**src/rtl/ro_freq_counter.sv**
```systemverilog
`default_nettype none
// ============================================================================
// Module   : ro_freq_counter
// Purpose  : Ring-oscillator frequency measurement stage. Enables the RO,
//            waits a fixed settling time, then counts rising edges of the
//            (synchronized) RO output over a programmable gate window of
//            ro_clk cycles. The count is held with a valid/start handshake.
// Ports    :
//   ro_clk        in   measurement clock (rising edge)
//   ro_rst_n      in   asynchronous active-low reset
//   start         in   single-cycle measurement request
//   abort         in   cancel an in-flight measurement
//   gate_len      in   gate window length in ro_clk cycles (latched on start)
//   ro_q_in       in   ring-oscillator output, asynchronous to ro_clk
//   ro_en_out     out  registered RO enable
//   busy          out  high during WARMUP and GATE
//   result_valid  out  result holds a completed measurement
//   result        out  rising-edge count (saturating)
//   overflow      out  count saturated during the last measurement
// Revision : 1.0  initial release
// ============================================================================
module ro_freq_counter #(
    parameter int CNT_W         = 16,
    parameter int GATE_W        = 16,
    parameter int WARMUP_CYCLES = 8,   // must be >= SYNC_STAGES+1
    parameter int SYNC_STAGES   = 2
) (
    input  logic              ro_clk,
    input  logic              ro_rst_n,
    input  logic              start,
    input  logic              abort,
    input  logic [GATE_W-1:0] gate_len,
    input  logic              ro_q_in,
    output logic              ro_en_out,
    output logic              busy,
    output logic              result_valid,
    output logic [CNT_W-1:0]  result,
    output logic              overflow
);

    typedef enum logic [1:0] {
        S_IDLE   = 2'd0,
        S_WARMUP = 2'd1,
        S_GATE   = 2'd2,
        S_DONE   = 2'd3
    } state_t;

    localparam int               c_WU_W    = (WARMUP_CYCLES > 1) ? $clog2(WARMUP_CYCLES) : 1;
    localparam logic [c_WU_W-1:0] c_WU_LAST = c_WU_W'(WARMUP_CYCLES - 1);

    // ------------------------------------------------------------------
    // Synchronizer and edge detector
    // ------------------------------------------------------------------
    logic [SYNC_STAGES-1:0] r_sync;
    logic                   r_prev;
    logic                   w_sync;
    logic                   w_edge;

    assign w_sync = r_sync[SYNC_STAGES-1];
    assign w_edge = w_sync & ~r_prev;

    // The "previous" flop tracks continuously so it is already settled to
    // the synchronized level when the gate opens; edges before that are
    // simply not counted.
    always_ff @(posedge ro_clk or negedge ro_rst_n) begin
        if (!ro_rst_n) begin
            r_sync <= '0;
            r_prev <= 1'b0;
        end else begin
            r_sync[0] <= ro_q_in;
            for (int i = 1; i < SYNC_STAGES; i++) begin
                r_sync[i] <= r_sync[i-1];
            end
            r_prev <= w_sync;
        end
    end

    // ------------------------------------------------------------------
    // FSM and datapath registers
    // ------------------------------------------------------------------
    state_t              r_state,    w_state;
    logic [c_WU_W-1:0]   r_warm_cnt, w_warm_cnt;
    logic [GATE_W-1:0]   r_gate_cnt, w_gate_cnt;
    logic [GATE_W-1:0]   r_gate_len, w_gate_len;
    logic [CNT_W-1:0]    r_cnt,      w_cnt;
    logic                r_ovf,      w_ovf;
    logic                r_en,       w_en;
    logic                r_busy,     w_busy;
    logic                r_valid,    w_valid;

    always_ff @(posedge ro_clk or negedge ro_rst_n) begin
        if (!ro_rst_n) begin
            r_state    <= S_IDLE;
            r_warm_cnt <= '0;
            r_gate_cnt <= '0;
            r_gate_len <= '0;
            r_cnt      <= '0;
            r_ovf      <= 1'b0;
            r_en       <= 1'b0;
            r_busy     <= 1'b0;
            r_valid    <= 1'b0;
        end else begin
            r_state    <= w_state;
            r_warm_cnt <= w_warm_cnt;
            r_gate_cnt <= w_gate_cnt;
            r_gate_len <= w_gate_len;
            r_cnt      <= w_cnt;
            r_ovf      <= w_ovf;
            r_en       <= w_en;
            r_busy     <= w_busy;
            r_valid    <= w_valid;
        end
    end

    always_comb begin
        w_state    = r_state;
        w_warm_cnt = r_warm_cnt;
        w_gate_cnt = r_gate_cnt;
        w_gate_len = r_gate_len;
        w_cnt      = r_cnt;
        w_ovf      = r_ovf;
        w_en       = r_en;
        w_busy     = r_busy;
        w_valid    = r_valid;

        case (r_state)
            S_IDLE, S_DONE: begin
                // abort alongside start drops the start
                if (start && !abort) begin
                    w_state    = S_WARMUP;
                    w_gate_len = gate_len;
                    w_warm_cnt = '0;
                    w_cnt      = '0;
                    w_ovf      = 1'b0;
                    w_valid    = 1'b0;
                    w_en       = 1'b1;
                    w_busy     = 1'b1;
                end
            end

            S_WARMUP: begin
                if (abort) begin
                    w_state = S_IDLE;
                    w_en    = 1'b0;
                    w_busy  = 1'b0;
                    w_valid = 1'b0;
                    w_cnt   = '0;
                    w_ovf   = 1'b0;
                end else if (r_warm_cnt == c_WU_LAST) begin
                    w_gate_cnt = '0;
                    if (r_gate_len != '0) begin
                        w_state = S_GATE;
                    end else begin
                        // empty window: finish with a zero count
                        w_state = S_DONE;
                        w_en    = 1'b0;
                        w_busy  = 1'b0;
                        w_valid = 1'b1;
                    end
                end else begin
                    w_warm_cnt = r_warm_cnt + c_WU_W'(1);
                end
            end

            S_GATE: begin
                if (abort) begin
                    w_state = S_IDLE;
                    w_en    = 1'b0;
                    w_busy  = 1'b0;
                    w_valid = 1'b0;
                    w_cnt   = '0;
                    w_ovf   = 1'b0;
                end else begin
                    if (w_edge) begin
                        if (&r_cnt) begin
                            w_ovf = 1'b1;
                        end else begin
                            w_cnt = r_cnt + CNT_W'(1);
                        end
                    end
                    // r_gate_len is non-zero here, so the subtraction cannot wrap
                    if (r_gate_cnt == (r_gate_len - GATE_W'(1))) begin
                        w_state = S_DONE;
                        w_en    = 1'b0;
                        w_busy  = 1'b0;
                        w_valid = 1'b1;
                    end else begin
                        w_gate_cnt = r_gate_cnt + GATE_W'(1);
                    end
                end
            end

            default: begin
                w_state = S_IDLE;
            end
        endcase
    end

    assign ro_en_out    = r_en;
    assign busy         = r_busy;
    assign result_valid = r_valid;
    assign result       = r_cnt;
    assign overflow     = r_ovf;

endmodule
`default_nettype wire

```
**config.mk**
```make
export PLATFORM = sky130hd
export DESIGN_NAME = ro_freq_counter
export DESIGN_NICKNAME = d
export VERILOG_FILES = /design/src/rtl/ro_freq_counter.sv
export SDC_FILE = /design/constraint.sdc
export NUM_CORES = 1
export LEC_CHECK = 0
export CAP_MARGIN = 20
export CORE_ASPECT_RATIO = 0.75
export CORE_UTILIZATION = 57
export DETAILED_ROUTE_END_ITERATION = 16
export PLACE_DENSITY_LB_ADDON = 0.1
export REMOVE_ABC_BUFFERS = 1
export SLEW_MARGIN = 30
export SYNTH_ARGS = -nofsm -noshare
export SYNTH_HDL_FRONTEND = slang
export SYNTH_SLANG_ARGS = --single-unit
```
**constraint.sdc**
```tcl
create_clock -name ro_clk -period 3.3 [get_ports ro_clk]
set_input_delay 0.33 -clock ro_clk [delete_from_list [all_inputs] [get_ports ro_clk]]
set_output_delay 0.33 -clock ro_clk [all_outputs]
set_load 0.01 [all_outputs]
```
# Word-level counts from Yosys, hierarchy flattened
# Cells that the tools add are included.
# Widths: inputs -> output; s select.
word_totals:
  regBits: 59
  out_inout_bits: 20
  elab_cells: 90
  inputBits: 21
classes:
  n_reduce_logical: 15
  mux: 41
  addsub: 4
  n_bitwise: 2
  eq_ne: 18
ops:
  columns: ["operator", "count"]
  rows:
  - ["$mux 16", 9]
  - ["$pmux 16 s3", 1]
  - ["$add 16x1->16 const B", 2]
  - ["$pmux 16 s2", 1]
  - ["$ne 3x3->1 const B", 6]
  - ["$mux 1", 17]
  - ["$eq 16x16->1", 1]
  - ["$reduce_and 16->1", 1]
  - ["$reduce_and 4->1", 4]
  - ["$reduce_bool 16->1", 1]
  - ["$sub 16x1->16 const B", 1]
  - ["$ne 2x2->1 const B", 7]
  - ["$mux 2", 5]
  - ["$mux 3", 3]
  - ["$pmux 1 s3", 3]
  - ["$pmux 2 s3", 1]
  - ["$pmux 3 s2", 1]
  - ["$reduce_and 5->1", 1]
  - ["$eq 2x2->1 const B", 2]
  - ["$reduce_bool 2->1", 2]
  - ["$add 3x1->3 const B", 1]
  - ["$eq 3x3->1 const B", 1]
  - ["$reduce_and 3->1", 1]
  - ["$eq 2x1->1 const B", 1]
  - ["7 further kinds", 7]

# Logic depth before layout (Yosys ltp)
# Gate-level depths: netlist (run 1).
logic_depth:
  word_depth: 5
  mapped_depth: 11
  depth_no_buf: 9

# Worst setup path after synthesis (run 1)
# Ideal clock, no wire load.
synth_timing:
  path_type: "reg2reg"
  start: "register r_gate_len[6]"
  end: "register r_state[1]"
  period_less_slack_ps: 2624
  slack_ps: 676
  arrival_time_ps: 2499
  setup_ps: 125
  stages_incl_launch_ff: 9
  path_buffers: 1
  t_required_ps: 3175
  cell_sequence: "dfrtp_1 > buf_6 > nor4_4 > nand3_2 > or3_1 > a2111oi_2 > and4b_1 > o21ai_2 > mux2_4"
synth_via:
  elab_chain_len: 4
synth_lines:
  columns: ["element", "line", "rtl"]
  rows:
  - ["start, declared", "84", "logic [GATE_W-1:0] r_gate_len, w_gate_len;"]
  - ["start signal, assigned", "106", "r_gate_len <= w_gate_len;"]
  - ["$sub 16x1->16", "182", "if (r_gate_cnt == (r_gate_len - GATE_W'(1))) begin"]
  - ["$eq 16x16->1", "182", null]
  - ["$ne 3x3->1 (no source line)", null, null]
  - ["$reduce_and 3->1 (no source line)", null, null]
  - ["end signal, assigned", "103", "r_state <= w_state;"]
  - ["end, declared", "81", "state_t r_state, w_state;"]
# Every way passes these cells.
# A chain may end at the register's enable or synchronous reset.

# Worst setup path in the final report (run 1)
layout_timing:
  start: "register r_gate_len[0]"
  end: "register r_gate_cnt[5]"
layout_via:
  elab_chain_len: 4
layout_lines:
  columns: ["element", "line", "rtl"]
  rows:
  - ["$sub 16x1->16", "182", null]
  - ["$eq 16x16->1", "182", null]
  - ["$ne 2x2->1 (no source line)", null, null]
  - ["$reduce_and 5->1 (no source line)", null, null]
  - ["end signal, assigned", "105", "r_gate_cnt <= w_gate_cnt;"]
  - ["end, declared", "83", "logic [GATE_W-1:0] r_gate_cnt, w_gate_cnt;"]
# Every way passes these cells.

==> flow_metrics.tcl, run 1 <==
set metrics [dict create \
    dr.first_iter.drc_count 227 \
    seq_area_mm2 0.00148 \
    io_pins 41 \
    placedCellCount 489 \
    p_per_area_mw_per_mm2 673 \
    cts_resized 0 \
    cp_data_arrival_time_ps 3210 \
    dieArea_mm2 0.00667 \
    path_clk_slew_ps 70 \
    ir_drop_v 0.000417 \
    area_growth_pct 18.7 \
    hold_viol 0 \
    ys_types 60 \
    clock_sinks 59 \
    critPathKind "reg2reg" \
    rsz0062_at_grt "false" \
    cts_root_buffer "clkbuf_8" \
    layout_common_cells "dfrtp_1, clkdlybuf4s50_1, nor2_1" \
    drt-total-wl_um 8600 \
    cap_violations 0 \
    dieWidth_um 93.9 \
    crit_slowest_cell "or3b_2" \
    relSlewSlack 0.620 \
    crit_chain "inv_1 > ha_1 > or3b_2 > a211oi_1 > a21oi_1 > a2111oi_0 > and4b_1 > buf_4 > nor4_1 > mux2i_1" \
    finClkSkew_ps 6.81 \
    hpwl_um 6290 \
    tns_ps 0 \
    yosysWarnings 0 \
    drc 0 \
    syn_area_per_cell_um2 9.46 \
    async_flop_share 1.00 \
    leakage_nw 1.77 \
    postRouteAntennaNets 0 \
    grt_pass1_vias 2905 \
    nets 452 \
    cp.required_ps 3520 \
    dp_slack_ps 385 \
    grt_overflow_total 0 \
    cts_setup_buffers 0 \
    tritoncts "yes" \
    hold_path.class "reg2reg" \
    finalCriticalPeriod_ps 3000 \
    wl_per_cell_um 17.0 \
    end_kind "register" \
    gp_routability_congestion 0.890 \
    start_kind "register" \
    final_common_cell "dfrtp_1" \
    path_max_fanout 20 \
    port_buffers 40 \
    cts_max_level 3 \
    route.vias.total 3079 \
    ys.flop_type "dfrtp_1" \
    insertion_delay_ps 340 \
    hold_ws_ps 355 \
    cts_buffers 9 \
    setup_viol 0 \
    tightest_slew_ps 570 \
    fill_cells 498 \
    final_util 0.718 \
    status "complete, no violations" \
    start_util 0.605 \
    post-route-period-util 0.908 \
    drive_above_1_share 0.124 \
    grt_max_degree 41 \
    grt_pass1_wl_um 14400 \
    antennaDiodeCount 0 \
    cpLargestDelayFamily "compound AO/OA/AOI/OAI gates" \
    drtPass1Iterations 5 \
    grtUsageTotal 0.282 \
    syn_inst 382 \
    slew_violations 0 \
    ys_seq_area_frac 0.409 \
    num_rows 24 \
    final_cell_count_no_fill 506 \
    multi_input_area_mm2 0.00198 \
    syn_area_mm2 0.00361 \
    synth-seq-cells 59 \
    path_buf_inv 2 \
    antenna_found_initial 0 \
    clockBufferDepth 2 \
    synth-edff-count 0 \
    fp.dieH_um 71.0 \
    coreArea_mm2 0.00598 \
    setup_ws_ps 304 \
    max_freq_mhz 334 \
    critical_path.max_stage_delay_ps 480 \
    via_per_inst 6.08 \
]
cell type report:
cell class / count / area share
multi-input combinational: 289 / 0.463
sequential: 59 / 0.344
timing repair buffer: 52 / 0.114
clock buffer: 11 / 0.0330
tap: 78 / 0.0228
clock inverter: 5 / 0.0123
inverter: 12 / 0.0105
cells in the mapped netlist (7+ instances only):
| cell | n | area [um^2] |
|---|---|---|
| a21oi_1 | 21 | 105 |
| nand2_1 | 22 | 82.6 |
| mux2_2 | 17 | 191 |
| or4_1 | 8 | 60.1 |
| inv_1 | 12 | 45.0 |
| and3_1 | 7 | 43.8 |
| or3_1 | 9 | 56.3 |
| nor2_1 | 29 | 109 |
| o31ai_1 | 10 | 75.1 |
| nand2b_1 | 12 | 75.1 |
| xor2_1 | 16 | 140 |
| ha_1 | 8 | 100 |
| nand4_1 | 13 | 81.3 |
| dfrtp_1 | 59 | 1480 |
| o21ai_0 | 16 | 80.1 |
| clkbuf_1 | 16 | 60.1 |
| nand3_1 | 18 | 90.1 |
| xnor2_1 | 13 | 114 |
| nor3_1 | 10 | 50.1 |
what timing repair did:
item                       4_1_cts  5_1_grt
setup endpoints to repair        0        0
hold buffers                     0        1
hold endpoints to repair         0        8
state kept, by name (all words and copies together), names as in the netlist:
register and count:
r_prev 1, r_state 2, r_gate_len 16, r_warm_cnt 3, result_valid 1, busy 1, r_sync 2, r_gate_cnt 16
overflow 1, result 16
stage by stage:
step	cell area (um^2)	power, mW
4_1_cts	4280	2.88
3_3_place_gp	4080	2.18
3_5_place_dp	4080	2.21
6_report	4290	2.88
2_1_floorplan	3510	1.84
5_1_grt	4290	3.06
worst reg2reg max path: cells and delay by family (launching register included):
| kind | cells | cell delay, ps |
|---|---|---|
| AOI/OAI and AO/OA | 3 | 880 |
| adders and majority gates | 1 | 230 |
| buffers and inverters | 2 | 340 |
| DFF | 1 | 440 |
| muxes | 1 | 150 |
| and+or+nand+nor | 3 | 830 |
routing by layer:
layer | GRT usage | vias to the layer above | wire [um] | part of all wire
li1 | - | 1481 | - | -
met1 | 0.432 | 1497 | 4340 | 0.50
met2 | 0.399 | 93 | 3640 | 0.42
met3 | 0.0602 | 8 | 554 | 0.064
met4 | 0.0855 | 0 | 65 | 0.0076
met5 | 0 | - | 0 | 0
final timing paths:
kind                                                start  cells after the start  slack, ps                   endpoint
worst max register to register  r_gate_len[0]$_DFFE_PN0P_                     10        300  r_gate_cnt[5]$_DFFE_PN0P_
worst min-delay path                  r_sync[0]$_DFF_PN0_                      0        350        r_sync[1]$_DFF_PN0_
worst max-delay path            r_gate_len[0]$_DFFE_PN0P_                     10        300  r_gate_cnt[5]$_DFFE_PN0P_
worst min register to register        r_sync[0]$_DFF_PN0_                      0        350        r_sync[1]$_DFF_PN0_
min in group asynchronous                        ro_rst_n                      2        510  r_gate_len[2]$_DFFE_PN0P_
max in group asynchronous                        ro_rst_n                      3       2120  r_warm_cnt[0]$_DFFE_PN0P_
power by group:
part	switching (mW)	internal [mW]
Clock	0.292	0.365
Sequential	0.234	0.874
Combinational	0.596	0.523
Total	1.12	1.76
logic make-up after synthesis:
| group | Yosys count | synth area share |
|---|---|---|
| fa+ha+maj | 8 | 0.0277 |
| buf+inv | 34 | 0.0422 |
| flops | 59 | 0.409 |
| simple gates | 152 | 0.239 |
| xor+xnor | 29 | 0.0703 |
| mux | 24 | 0.0738 |
| compound gates | 76 | 0.139 |
Note: power is estimated with default switching activity, not from simulation.
==> inputs of run 2 (changes only) <==
--- a/config.mk
+++ b/config.mk
@@ -7,6 +7,7 @@
 export LEC_CHECK = 0
 export CAP_MARGIN = 20
 export CORE_ASPECT_RATIO = 0.75
+export CORE_MARGIN = 3
 export CORE_UTILIZATION = 57
 export DETAILED_ROUTE_END_ITERATION = 16
 export PLACE_DENSITY_LB_ADDON = 0.1
==> run 2 against run 1 <==
Compared with the run above:
- register-to-register slack improved by 60 ps
- final cell count decreased by 1.4%
- critical path type unchanged
- largest power group is now sequential cells
- highest routed layer unchanged
- worst setup slack gained 58 ps
- clock power shrank 13%
==> flow_metrics.tcl, run 2 (synthesis gave the netlist of run 1 again) <==
set metrics [dict create \
    status "complete, no violations" \
    post-route-period-util 0.891 \
    final_cell_count_no_fill 499 \
    dieWidth_um 97.9 \
    fp.dieH_um 75.0 \
    tritoncts "yes" \
    min_delay_path_depth 0 \
    wl_per_cell_um 16.9 \
    dieArea_mm2 0.00734 \
    crit_chain "inv_1 > ha_1 > nor3b_1 > nand2_1 > a2111o_1 > a211oi_1 > and4b_1 > buf_4 > nor4_1 > mux2i_1" \
    path_clk_slew_ps 60 \
    area_growth_pct 16.7 \
    rsz0062_at_grt "false" \
    ir_drop_v 0.000389 \
    grt_overflow_total 0 \
    placedCellCount 483 \
    tightest_slew_ps 892 \
    cap_violations 0 \
    hpwl_um 6220 \
    clockBufferDepth 2 \
    relSlewSlack 0.404 \
    reg2reg_from "r_gate_len[0]$_DFFE_PN0P_" \
    drc 0 \
    cp_data_arrival_time_ps 3150 \
    clock_sinks 59 \
    cts_buffers 9 \
    drive_above_1_share 0.112 \
    critical_path.max_stage_delay_ps 520 \
    antenna_found_initial 0 \
    path_max_fanout 20 \
    via_per_inst 6.19 \
    cts_setup_buffers 0 \
    critPathKind "reg2reg" \
    slew_violations 0 \
    hold_path.startpoint "r_sync[0]$_DFF_PN0_" \
    gp_routability_congestion 0.909 \
    layout_common_cells "dfrtp_1, clkdlybuf4s50_1, nor2_1" \
    hold_path.class "reg2reg" \
    coreArea_mm2 0.00598 \
    finalCriticalPeriod_ps 2940 \
    insertion_delay_ps 340 \
    grt_pass1_vias 2697 \
    grtUsageTotal 0.240 \
    leakage_nw 1.73 \
    cpLargestDelayFamily "simple AND/OR/NAND/NOR gates" \
    reg2reg_depth 10 \
    p_per_area_mw_per_mm2 656 \
    critPathLaunch "r_gate_len[0]$_DFFE_PN0P_" \
    nets 446 \
    cp.required_ps 3510 \
    num_rows 24 \
    max_freq_mhz 340 \
    crit_slowest_cell "nor3b_1" \
    grt_max_degree 41 \
    drt-total-wl_um 8450 \
    setup_viol 0 \
    cp.depth 10 \
    port_buffers 40 \
    dr.first_iter.drc_count 328 \
    hold_viol 0 \
    start_util 0.605 \
    final_common_cell "dfrtp_1" \
    postRouteAntennaNets 0 \
    end_kind "register" \
    cts_max_level 3 \
    grt_pass1_wl_um 13800 \
    finClkSkew_ps 3.26 \
    path_buf_inv 2 \
    drtPass1Iterations 5 \
    tns_ps 0 \
    cts_root_buffer "clkbuf_8" \
    io_pins 41 \
    start_kind "register" \
    route.vias.total 3090 \
    antennaDiodeCount 0 \
]
[run 2: changes by cell type in the layout (fill, tap and decap cells not counted)]
| cell | delta |
|---|---|
| clkbuf_1 | -1 |
| buf_4 | -6 |
| clkinvlp_4 | +1 |
| bufinv_16 | -1 |
[run 2: final timing paths]
| path | to | slack [ps] |
|---|---|---|
| hold / removal | r_sync[1]$_DFF_PN0_ | 350 |
| setup reg to reg | r_gate_cnt[5]$_DFFE_PN0P_ | 360 |
| min in group asynchronous | r_gate_len[3]$_DFFE_PN0P_ | 510 |
| setup / recovery | r_gate_cnt[5]$_DFFE_PN0P_ | 360 |
| max in group asynchronous | r_gate_cnt[12]$_DFFE_PN0P_ | 2250 |
| hold reg to reg | r_sync[1]$_DFF_PN0_ | 350 |
[run 2: power breakdown]
part           switching, mW  total (mW)  internal, mW
registers              0.224        1.10         0.874
clock network          0.286       0.570         0.284
logic                  0.598        1.10         0.499
[run 2: metrics by stage]
step                total power, mW  cell area [um^2]  hold slack, ps  utilization  worst slack (ps)
floorplan                      1.84              3510            34.4            -               623
finish                         2.76              4220             349        0.706               361
detailed placement             2.18              4040             337        0.675               409
CTS                            2.76              4200             144        0.704               390
global route                   2.95              4220             374        0.706               155
global placement               2.14              4040             331        0.675               519
[run 2: metal layers]
layer,wire [um],up-vias,GRT usage
li1,-,1463,-
met2,3540,122,0.339
met3,689,15,0.0676
met5,0,-,0
met1,4110,1490,0.361
met4,102,0,0.0707
[run 2: cell type report]
cell class	instances	area, um^2
multi-input cells	289	1980
fillers	495	1760
flip-flops and latches	59	1480
repair buffers	46	445
clock buffers	10	138
well taps	78	97.6
inverters	12	45.0
clock inverters	5	30.0
[run 2: worst register-to-register path, cell delays in order, from the launching register on]
cell	delay, ps
dfrtp_1	430
inv_1	100
ha_1	220
nor3b_1	520
nand2_1	160
a2111o_1	430
a211oi_1	260
and4b_1	210
buf_4	220
nor4_1	110
mux2i_1	150
[run 2: what timing repair did]
item / CTS / global route
hold buffers: 0 / 1
gates resized for setup: 0 / 0
setup endpoints to repair: 0 / 0
hold endpoints to repair: 0 / 27
